==> src/rtl/hm_wr_queue.sv <==
// hm_wr_queue: buffers single-DW host-memory write requests in a small FIFO
// and hands them one at a time to the write engine. A request that times out
// is re-issued up to MAX_RETRY times before it is dropped. Outcome counters
// are exported for software.
module hm_wr_queue #(
  parameter int DEPTH_LOG2 = 2,
  parameter int MAX_RETRY  = 3
) (
  input  logic                  trn_clk,
  input  logic                  trn_reset_n,
  input  logic                  trn_lnk_up_n,
  input  logic                  req_valid,
  output logic                  req_ready,
  input  logic [63:0]           req_addr,
  input  logic [31:0]           req_data,
  input  logic                  req_snoop,
  output logic                  tx_start,
  output logic [63:0]           hm_addr,
  output logic [31:0]           hm_data,
  output logic                  snoop,
  input  logic                  tx_end,
  input  logic                  timeout,
  output logic                  busy,
  output logic [DEPTH_LOG2:0]   fill_level,
  output logic [31:0]           stat_wr_done,
  output logic [31:0]           stat_wr_abort,
  output logic [31:0]           stat_retry
);

  localparam int DEPTH = 1 << DEPTH_LOG2;
  // Retry counter needs to hold 0..MAX_RETRY; keep at least one bit.
  localparam int RW = (MAX_RETRY > 0) ? $clog2(MAX_RETRY + 1) : 1;
  localparam logic [DEPTH_LOG2:0]   FULL_CNT  = (DEPTH_LOG2 + 1)'(DEPTH);
  localparam logic [DEPTH_LOG2:0]   CNT_ONE   = (DEPTH_LOG2 + 1)'(1);
  localparam logic [DEPTH_LOG2-1:0] PTR_ONE   = DEPTH_LOG2'(1);
  localparam logic [RW-1:0]         RETRY_MAX = RW'(MAX_RETRY);
  localparam logic [RW-1:0]         RETRY_ONE = RW'(1);

  typedef struct packed {
    logic [63:0] addr;
    logic [31:0] data;
    logic        snp;
  } req_t;

  typedef enum logic [1:0] {
    ST_IDLE  = 2'd0,
    ST_ISSUE = 2'd1,
    ST_WAIT  = 2'd2
  } state_t;

  req_t                  mem [DEPTH];
  logic [DEPTH_LOG2-1:0] wr_ptr_reg;
  logic [DEPTH_LOG2-1:0] rd_ptr_reg;
  logic [DEPTH_LOG2:0]   count_reg;
  state_t                state_reg;
  state_t                state_next;
  logic [RW-1:0]         retry_cnt_reg;
  logic [63:0]           hm_addr_reg;
  logic [31:0]           hm_data_reg;
  logic                  snoop_reg;
  logic [31:0]           done_cnt_reg;
  logic [31:0]           abort_cnt_reg;
  logic [31:0]           retry_tot_reg;

  logic fifo_empty;
  logic push;
  logic pop;
  logic load;
  logic retry_inc;
  logic done_inc;
  logic abort_inc;

  assign fifo_empty    = (count_reg == '0);
  assign req_ready     = (count_reg != FULL_CNT);
  assign push          = req_valid && req_ready;
  assign fill_level    = count_reg;
  assign busy          = (state_reg != ST_IDLE);
  assign hm_addr       = hm_addr_reg;
  assign hm_data       = hm_data_reg;
  assign snoop         = snoop_reg;
  assign stat_wr_done  = done_cnt_reg;
  assign stat_wr_abort = abort_cnt_reg;
  assign stat_retry    = retry_tot_reg;

  // Request storage; contents need no reset because count_reg qualifies them.
  always_ff @(posedge trn_clk) begin
    if (push) begin
      mem[wr_ptr_reg] <= '{addr: req_addr, data: req_data, snp: req_snoop};
    end
  end

  // FIFO pointers and occupancy; the head stays put until its request is finished.
  always_ff @(posedge trn_clk or negedge trn_reset_n) begin
    if (!trn_reset_n) begin
      wr_ptr_reg <= '0;
      rd_ptr_reg <= '0;
      count_reg  <= '0;
    end else begin
      if (push) begin
        wr_ptr_reg <= wr_ptr_reg + PTR_ONE;
      end
      if (pop) begin
        rd_ptr_reg <= rd_ptr_reg + PTR_ONE;
      end
      case ({push, pop})
        2'b10:   count_reg <= count_reg + CNT_ONE;
        2'b01:   count_reg <= count_reg - CNT_ONE;
        default: count_reg <= count_reg;
      endcase
    end
  end

  // Dispatcher state register.
  always_ff @(posedge trn_clk or negedge trn_reset_n) begin
    if (!trn_reset_n) begin
      state_reg <= ST_IDLE;
    end else begin
      state_reg <= state_next;
    end
  end

  // Dispatcher next state and control strobes; tx_end takes priority over timeout.
  always_comb begin
    state_next = state_reg;
    tx_start   = 1'b0;
    pop        = 1'b0;
    load       = 1'b0;
    retry_inc  = 1'b0;
    done_inc   = 1'b0;
    abort_inc  = 1'b0;
    case (state_reg)
      ST_IDLE: begin
        if (!fifo_empty && !trn_lnk_up_n) begin
          load       = 1'b1;
          state_next = ST_ISSUE;
        end
      end
      ST_ISSUE: begin
        tx_start   = 1'b1;
        state_next = ST_WAIT;
      end
      ST_WAIT: begin
        if (tx_end) begin
          pop        = 1'b1;
          done_inc   = 1'b1;
          state_next = ST_IDLE;
        end else if (timeout) begin
          if (retry_cnt_reg < RETRY_MAX) begin
            retry_inc  = 1'b1;
            state_next = ST_ISSUE;
          end else begin
            pop        = 1'b1;
            abort_inc  = 1'b1;
            state_next = ST_IDLE;
          end
        end
      end
      default: begin
        state_next = ST_IDLE;
      end
    endcase
  end

  // In-flight request registers: loaded only when leaving IDLE so the engine
  // sees a stable address/data for the whole write, retries included.
  always_ff @(posedge trn_clk or negedge trn_reset_n) begin
    if (!trn_reset_n) begin
      hm_addr_reg   <= '0;
      hm_data_reg   <= '0;
      snoop_reg     <= 1'b0;
      retry_cnt_reg <= '0;
    end else begin
      if (load) begin
        hm_addr_reg   <= mem[rd_ptr_reg].addr;
        hm_data_reg   <= mem[rd_ptr_reg].data;
        snoop_reg     <= mem[rd_ptr_reg].snp;
        retry_cnt_reg <= '0;
      end else if (retry_inc) begin
        retry_cnt_reg <= retry_cnt_reg + RETRY_ONE;
      end
    end
  end

  // Outcome statistics, free-running and wrapping at 2^32.
  always_ff @(posedge trn_clk or negedge trn_reset_n) begin
    if (!trn_reset_n) begin
      done_cnt_reg  <= '0;
      abort_cnt_reg <= '0;
      retry_tot_reg <= '0;
    end else begin
      if (done_inc) begin
        done_cnt_reg <= done_cnt_reg + 32'd1;
      end
      if (abort_inc) begin
        abort_cnt_reg <= abort_cnt_reg + 32'd1;
      end
      if (retry_inc) begin
        retry_tot_reg <= retry_tot_reg + 32'd1;
      end
    end
  end

endmodule

==> config.mk <==
export PLATFORM = sky130hd
export DESIGN_NAME = hm_wr_queue
export DESIGN_NICKNAME = d
export VERILOG_FILES = /design/src/rtl/hm_wr_queue.sv
export SDC_FILE = /design/constraint.sdc
export NUM_CORES = 1
export LEC_CHECK = 0
export ABC_AREA = 1
export CAP_MARGIN = 10
export CORE_ASPECT_RATIO = 1.75
export CORE_MARGIN = 3
export CORE_UTILIZATION = 50
export CTS_CLUSTER_DIAMETER = 40
export DETAILED_ROUTE_END_ITERATION = 16
export PLACE_DENSITY = 0.74
export SLEW_MARGIN = 40
export SYNTH_ARGS = -nofsm -noshare
export SYNTH_HDL_FRONTEND = slang
export SYNTH_SLANG_ARGS = --single-unit
==> constraint.sdc <==
create_clock -name trn_clk -period 5.3 [get_ports trn_clk]
set_input_delay 0.795 -clock trn_clk [delete_from_list [all_inputs] [get_ports trn_clk]]
set_output_delay 0.795 -clock trn_clk [all_outputs]
set_load 0.01 [all_outputs]
==> results_dict.tcl <==
set metrics [dict create \
    end_kind "output port" \
    flow.area_growth_from_synthesis_pct 24.1 \
    post_drt_via_cell_ratio 5.51 \
    setup_viol 0 \
    number_of_rows_created_at_floorplan 105 \
    nNetsFinal 2516 \
    synth_warnings 0 \
    cts_htree_levels 2 \
    crit_path_start "state_reg[0]" \
    worst_path_largest_cell_delay_ns 0.55 \
    area_fraction_in_compound_gates_after_synthesis_pct 6.90 \
    tightest_slew_ns 0.812 \
    synth.cell_area_sq_um 23700 \
    numPortBuffers 301 \
    clockBufferDepth 3 \
    post-cts-setup-buffer-count 0 \
    final_period_minus_worst_setup_slack_ns 2.56 \
    dpl.hpwl_microns 37100 \
    final_critical_path_setup_slack_ns 2.74 \
    postSynthCellCount 2115 \
    design.core.area_sq_um 46900 \
    cell_count_final_fillers_out 3041 \
    numCtsBuffers 55 \
    final_common_cell "sky130_fd_sc_hd__nand2_1" \
    main_combinational_cell_family_by_area_after_synthesis "simple AND/OR/NAND/NOR gates" \
    die_h_microns 294 \
    via_count 16800 \
    leakagePower_uw 0.0114 \
    run_status "finished clean" \
    yosys-mux-area-fraction_pct 0.0474 \
    final_worst_clock_skew_ns 0.0162 \
    fin_crit_sh_pct 48.3 \
    vias_in_the_first_global_route 16800 \
    antenna_found_initial 3 \
    drc_errors 0 \
    seq_power_share_pct 42.3 \
    arithmetic_cell_share_of_the_synthesized_area_counting_full_adders_half_adders_and_majority_gates_pct 0.559 \
    die_width_microns 171 \
    finalMaxSlewViolations 0 \
    global_route.overflow_total 0 \
    drive_above_1_share_pct 5.71 \
    detail_route.first_pass.iterations 5 \
    power.switching_fraction_pct 33.3 \
    synth.net_count 2228 \
    cp_cell_sequence "inv_1 > nor2_1 > clkdlybuf4s50_1" \
    clkPwrFrac_pct 28.3 \
    worstReg2RegStart "fill_level[0]" \
    clock_insertion_delay_worst_skew_ns 0.60 \
    clock_tree_from_tritoncts "yes" \
    clkSlewWorstSetupHoldPaths_ns 0.06 \
    boundaryPins 302 \
    cpMaxStageDelayCell "sky130_fd_sc_hd__clkdlybuf4s50_1" \
    power.net_switching_uw 5090 \
    yosysUniqueCellTypes 33 \
    report.final.hold_viol_count 0 \
    post_synthesis_sequential_area_ratio_pct 70.6 \
    max-vdd-ir-drop_uv 322 \
    drtIter0Drc 1332 \
    grt_max_degree 160 \
    timing.max_cap.violations 0 \
    share_comb_of_total_power_pct 29.4 \
    min_path_type "in -> async" \
    critical_path_required_ns 4.51 \
    critPathKind "reg -> out" \
    dp_cells 2934 \
    wire_length_of_the_first_global_routing_pass_microns 91300 \
    synth.ff_latch_count 592 \
    dieArea_sq_um 50200 \
    cts_root_buffer "sky130_fd_sc_hd__clkbuf_16" \
    synthXorXnorAreaFrac_pct 2.43 \
    critical_path.max_fanout 3 \
    floorplan.initialDensity_pct 50.6 \
    arrival_ns 1.76 \
    grt_setup_unrepaired "false" \
    drt_wl_total_microns 59500 \
    final_cell_mix "sky130_fd_sc_hd__nand2_1, sky130_fd_sc_hd__edfxtp_1, sky130_fd_sc_hd__nor2_1" \
    post_synth.cell_area_avg_sq_um 11.2 \
    synth_simple_gate_area_share_pct 16.2 \
    globalRouteTotalUtil_pct 23.2 \
    critical_path_start_type "register" \
    placement.setup.worst_slack_ns 2.28 \
    gp_congestion 0.908 \
    worst_slew_margin_rel_pct 45.9 \
    fmax_ghz 0.391 \
    cts_sinks 592 \
    cts_hold_repair.buffers 0 \
    post_cts_resize_count 0 \
    largest_register_ffs 388 \
    internal_power_uw 10200 \
    route.detailed.wl_per_inst_microns 19.6 \
    detail-route-antenna-nets 0 \
    power.density_cell_area_nw_per_um2 519 \
]
[critical path: cells and delay by family (launching register included)]
kind	cells	cell delay, ns
buf+inv	2	0.62
flops	1	0.42
simple gates	1	0.12
[cell families (layout without fill, tap and decap cells)]
family / count (synthesis) / in the layout
adders and majority gates: 10 / 10
AOI/OAI and AO/OA: 301 / 301
and+or+nand+nor: 949 / 949
other: 0 / 3
DFF: 592 / 592
buffers and inverters: 196 / 531
xor gates and xnor gates: 66 / 66
muxes: 1 / 1
[layout make-up]
type	instances	area (sq um)
tap	588	736
sequential	592	16800
clock buffer	64	1460
fill	3623	17400
inverter	111	439
timing repair buffer	316	3280
multi-input combinational	1327	6230
antenna	3	7.51
clock inverter	40	544
[routing by layer]
layer	global-route usage [%]	vias up	wire length [microns]
met5	0	-	0
met2	42.0	624	31200
met4	10.2	0	2370
met3	3.01	142	3520
met1	27.5	8240	22400
li1	-	7760	-
[power by group through the flow]
stage	combinational, uW	sequential (uW)	clock (uW)
final	4490	6470	4330
after floorplan	2370	6700	0
after CTS	4540	6470	4400
after detailed placement	4540	6540	0
after global placement	4380	6520	0
after global routing	4990	6550	4570
[path summary, 6_finish.rpt]
kind | slack [ns] | to | cells past startpoint
setup / recovery | 2.74 | tx_start | 3
hold / removal | 0.05 | stat_wr_done[14] | 1
setup reg to reg | 2.95 | mem[3][96] | 6
hold reg to reg | 0.48 | hm_addr[29] | 2
max in group asynchronous | 4.11 | state_reg[0] | 3
min in group trn_clk | 0.48 | hm_addr[29] | 2
[cell usage after synthesis, drive strengths merged]
library cell | n | area share [%]
xnor2 | 32 | 1.2
edfxtp | 388 | 49
buf | 32 | 0.72
nand3 | 59 | 1.3
o21ai | 198 | 4.2
xor2 | 34 | 1.3
clkbuf | 53 | 0.85
a21o | 1 | 0.032
nand3b | 11 | 0.35
nand2 | 519 | 8.3
and2 | 2 | 0.053
o21bai | 2 | 0.063
nand4 | 20 | 0.53
fa | 1 | 0.084
o22ai | 97 | 2.6
dfrtp | 204 | 21
o31ai | 1 | 0.032
inv | 111 | 1.8
nor2 | 322 | 5.4
mux2 | 1 | 0.047
nor3 | 16 | 0.34
a21oi | 2 | 0.042
ha | 9 | 0.47
[through the flow]
step,util [%],instance area (sq um),power [uW],hold slack [ns],setup TNS (ns)
3_5_place_dp,58.5,27400,11100,0.464,0
6_report,62.8,29500,15300,0.0520,0
2_1_floorplan,-,23700,9070,0.473,-105.81
4_1_cts,62.8,29400,15400,0.0218,0
5_1_grt,62.8,29500,16100,0.0458,0
3_3_place_gp,58.3,27300,10900,0.467,0
(Power assumes the default switching activity.)
